[src/rtl/updown_counter.sv]
// WIDTH-bit up/down counter with asynchronous active-low clear.
// Define UPDOWN_COUNTER_RIPPLE_EN for the ripple-chain build; default is fully synchronous.
module updown_counter #(
  parameter int unsigned WIDTH = 8
) (
  input  logic             clk,
  input  logic             reset,
  input  logic             ud,
  output logic [WIDTH-1:0] count
);

`ifdef UPDOWN_COUNTER_RIPPLE_EN

  logic             dir;
  logic             bit0;
  logic [WIDTH-1:0] q;

  // Direction is retimed to the falling clk edge so it is stable while the chain ripples
  always_ff @(negedge clk or negedge reset) begin
    if (!reset) dir <= 1'b1;
    else        dir <= ud;
  end

  always_ff @(posedge clk or negedge reset) begin
    if (!reset) bit0 <= 1'b0;
    else        bit0 <= ~bit0;
  end

  assign q[0] = bit0;

  // Each stage uses two fixed-clock toggle flops (one per edge of the previous bit) and
  // XORs them, so the direction select is a data enable and never switches a clock.
  for (genvar i = 1; i < WIDTH; i++) begin : g_stage
    logic up_t;
    logic dn_t;

    always_ff @(negedge q[i-1] or negedge reset) begin
      if (!reset)   up_t <= 1'b0;
      else if (dir) up_t <= ~up_t;
    end

    always_ff @(posedge q[i-1] or negedge reset) begin
      if (!reset)    dn_t <= 1'b0;
      else if (!dir) dn_t <= ~dn_t;
    end

    assign q[i] = up_t ^ dn_t;
  end

  assign count = q;

`else

  always_ff @(posedge clk or negedge reset) begin
    if (!reset)  count <= '0;
    else if (ud) count <= count + WIDTH'(1);
    else         count <= count - WIDTH'(1);
  end

`endif

endmodule

[config.mk]
export PLATFORM = sky130hd
export DESIGN_NAME = updown_counter
export DESIGN_NICKNAME = d
export VERILOG_FILES = /design/src/rtl/updown_counter.sv
export SDC_FILE = /design/constraint.sdc
export NUM_CORES = 1
export LEC_CHECK = 0
export ABC_CLOCK_PERIOD_IN_PS = 2450
export CORE_MARGIN = 2
export CORE_UTILIZATION = 30
export DETAILED_ROUTE_END_ITERATION = 16
export PLACE_DENSITY = 0.62
export SKIP_LAST_GASP = 1
export SLEW_MARGIN = 30
export SYNTH_ARGS = -nofsm -noshare
export SYNTH_HDL_FRONTEND = slang
export SYNTH_SLANG_ARGS = --single-unit
[constraint.sdc]
create_clock -name clk -period 2.45 [get_ports clk]
set_clock_uncertainty 0.1 [all_clocks]
set_input_delay 0.6125 -clock clk [delete_from_list [all_inputs] [get_ports clk]]
set_output_delay 0.6125 -clock clk [all_outputs]
set_load 0.02 [all_outputs]
* Word-level counts from Yosys, hierarchy flattened
Index checks and enable logic that the tools add are counted.
** Cells by class
- $add $sub $neg :: 2
- Multiplexer cells :: 1
** Operators by type and width (count)
- adder 8 x 1 -> 8 bit, second input constant :: 1
- 2-to-1 mux 8 bit :: 1
- subtractor 8 x 1 -> 8 bit, second input constant :: 1
** Storage, ports and cells
- Bits in registers :: 8
- Bits of input ports :: 3
- Output and inout port bits :: 8
- Word-level logic and storage cells :: 4

* Depth between registers and ports, before layout
Gate-level depths: netlist of run 1.
- Depth after elaboration :: 2
- Gate-level depth with buffers :: 6

* Worst setup path after synthesis of run 1
OpenSTA, ideal clock, no wires.
- Path kind :: in2reg
- Start :: input port ud
- End :: register count[6]
- Library setup time :: 0.080 ns
- Arrival time :: 1.749 ns
- Data required time :: 2.270 ns
- Path slack :: 0.521 ns
- Stages on the path :: 6
- Path buffers :: 0
- Path through :: inv_1 > fa_1 > a21oi_1 > o211ai_1 > a21oi_1 > xnor2_1
** Between the ends
- Cells in the longest elaborated chain, start to end :: 1
** RTL lines
- start: declaration :: line 8 : input logic ud,
- 2-to-1 mux 8 bit :: line 56 : else if (ud) count <= count + WIDTH'(1);
- end signal: assignment :: line 56
- end signal: assignment :: line 57 : else count <= count - WIDTH'(1);
- end: declaration :: line 9 : output logic [WIDTH-1:0] count
No other way between the ends.

* Final worst setup path of run 1
Ends and elaborated chain as after synthesis.

==> results.txt, run 1 <==
FF+latch count, synth - 8
Final worst slack - 0.143 ns
CP cell instances - clkdlybuf4s50_1 -> inv_1 -> fa_1 -> a21oi_1 -> o211ai_1 -> a21oi_1 -> xnor2_1
Netlist Area Pre-Place - 482 µm²
CP Max Fanout - 6
Area contributors post-synth - dfrtp_1 42%, ha_1 16%, xnor2_1 9.1%, a21oi_1 5.2%, fa_1 4.2%
Actual slew at the worst max-slew pin - 0.374 ns
Pwr Density - 1450 nW/µm²
Final wirelength - 973 µm
Max incr delay on CP - 0.48 ns
Ant diodes - 0
Hold Path Class - reg -> reg
DRC viols - 0
Hpwl dp - 779 µm
Top Ports - 11
Mapped Avg Cell Area - 10.9 µm²
Setup CP Type - in -> reg
Most frequent cells in the layout - 10 x clkdlybuf4s50_1, 9 x buf_4, 8 x dfrtp_1
PostCTS Resize Cnt - 0
Clock share of power - 10.1%
Fill count - 148
Max reg flops - 8
Status - finished, final reports clean
Largest family of logic cells by synthesized area - adder cells
Slew margin rel. - 75.0%
Gr ovfl total - 0
Multi-input gate area - 270 µm²
Post-CTS Hold Buffers - 0
Post-CTS setup buffer count - 0
Slowest stage cell, crit path - clkdlybuf4s50_1
Worst EP required - 2.52 ns
CTS Buf Count - 3
Startpoint type of the worst setup path - primary input
Synthesized Nets - 54
Hold Violations, Final - 0
Global Route Usage Sum - 12.6%
Reg area - 200 µm²
Placed cell area - 669 µm²
Non-Filler Instances - 82
1st-pass router iterations - 4
Antenna-violating nets left - 0
TritonCTS clock tree - built
Commonest non-fill, non-tap cell in the layout - clkdlybuf4s50_1
CP Capture Type - flop
Max-slew violations - 0
Worst skew pair latency - 0.25 ns
Largest net degree at the start of global routing - 9
Layout area overhead - 43.6%
Root Buffer - clkbuf_4
Mapped Cells - 44
Max-Cap Viols - 0
Area leader, netlist - dfrtp_1
RSZ-0062 raised after global routing - no
Highest clock rate - 433 MHz
Initial Util - 32.0%
Tcrit/Tclk final - 94.2%
Overall die width - 44.1 µm
Post-Synth Adder-Cell Area - 19.7%
Synth Area in Compound Gates - 19.5%
Final cell utilization of the core - 45.9%
Int Pwr - 0.607 mW
Core Area - 1510 µm²
FP Rows - 14
Xor and xnor area share after synthesis - 10.9%
Setup_tns - 0 ns
Via count - 390
Avg Vias per Cell - 4.76
Chip Height - 44.1 µm
DR WL/cell - 11.9 µm
Post-Synth Simple-Gate Area - 5.97%
Clock sink count - 8
CTS H-Tree Depth - 1
Top reg by flops - count
Fin Hold WS - 0.435 ns
Synth unique cells - 17
Registers with the most flip-flops - count (8)
YS warnings - 0
Placed Instances - 79
Crit path top cell by count - a21oi_1
Initial DRC count - 2
Worst-path clk slew - 0.06 ns
Seq/Total Area, Yosys - 41.6%
Die area - 1940 µm²
Flop pwr share - 23.4%
Min Tclk post-route - 2.31 ns
Fraction of layout cells with a size suffix above 1 - 21.2%
Final Cell Area - 692 µm²
Dpl ws - -0.118 ns
WP data arrival - 2.38 ns
Power Total - 1.00 mW
# setup viols final - 0
Proportion of synthesized area in mux cells - 0%
CTS Buffer Depth - 2
Post-synth top area share - 41.6%
PortBufs - 10
Layout Nets - 78
GPL Wtd Cong - 0.811
Comb pwr share - 66.6%
NetSw - 0.397 mW
Leak - 0.310 nW
First-pass GRT wire length - 1730 µm
Initial antenna violation count - 0
Peak VDD IR - 563 µV
Switching fraction of total power - 39.5%
Number of global-route vias before repair - 409
[final cells by class]
class / instances / area share, %
Multi-Input combinational cell: 33 / 39.1
Clock buffer: 3 / 3.25
Inverter: 3 / 1.63
Tap cell: 16 / 2.89
Sequential cell: 8 / 28.9
Timing Repair Buffer: 19 / 24.2
[routing by layer]
metal	up-vias	track usage [%]	share of wire (%)	wire, µm
met4	0	9.09	2.0	19
met3	2	2.45	3.4	33
met5	-	0	0	0
li1	197	-	-	-
met1	184	16.0	46	449
met2	7	18.8	48	471
[final timing paths]
check                                     end          startpoint  slack (ns)  depth (start not counted)
max                        count[6]$_DFF_PN0_                  ud        0.14                          7
min                        count[0]$_DFF_PN0_  count[0]$_DFF_PN0_        0.44                          1
max reg2reg                count[6]$_DFF_PN0_  count[0]$_DFF_PN0_        0.73                          5
min reg2reg                count[0]$_DFF_PN0_  count[0]$_DFF_PN0_        0.44                          1
max in group asynchronous  count[2]$_DFF_PN0_               reset        1.44                          1
min in group asynchronous  count[6]$_DFF_PN0_               reset        0.54                          1
[synth_stat cells]
| cell | n |
|---|---|
| a41oi_2 | 1 |
| o21bai_1 | 1 |
| a21o_1 | 1 |
| nand2_1 | 3 |
| xnor2_1 | 5 |
| a211oi_1 | 1 |
| xor2_1 | 1 |
| a21oi_1 | 5 |
| o21ai_0 | 2 |
| nor2_1 | 3 |
| nor2b_1 | 1 |
| ha_1 | 6 |
| inv_1 | 3 |
| a211oi_2 | 1 |
| o211ai_1 | 1 |
| dfrtp_1 | 8 |
| fa_1 | 1 |
[kinds of logic after synthesis]
logic type / Yosys count
buffers and inverters: 3
flip-flops: 8
AO/OA/AOI/OAI: 13
XOR/XNOR: 6
AND/OR/NAND/NOR: 7
adder cells (fa/ha/maj): 7
[worst max-delay path: cells and delay by family]
family	cells	cell delay, ns
adders and majority gates	1	0.48
xor gates and xnor gates	1	0.14
AOI/OAI and AO/OA	3	0.53
buffers and inverters	2	0.62
[power groups by stage]
stage	logic, mW	clock network, mW	registers [mW]
global route	0.739	0.115	0.243
finish	0.668	0.101	0.235
CTS	0.675	0.108	0.236
detailed placement	0.670	0	0.239
floorplan	0.326	0	0.310
global placement	0.659	0	0.235
Note: power is estimated with default switching activity, not from simulation.
==> run 2: changes to the inputs <==
--- a/config.mk
+++ b/config.mk
@@ -6,6 +6,7 @@
 export NUM_CORES = 1
 export LEC_CHECK = 0
 export ABC_CLOCK_PERIOD_IN_PS = 2450
+export CAP_MARGIN = 0
 export CORE_MARGIN = 2
 export CORE_UTILIZATION = 30
 export DETAILED_ROUTE_END_ITERATION = 16
@@ -15,3 +16,4 @@
 export SYNTH_ARGS = -nofsm -noshare
 export SYNTH_HDL_FRONTEND = slang
 export SYNTH_SLANG_ARGS = --single-unit
+export TNS_END_PERCENT = 10
==> results of run 2 <==
Same layout as run 1: the final DEF is identical, and so are final timing and power.
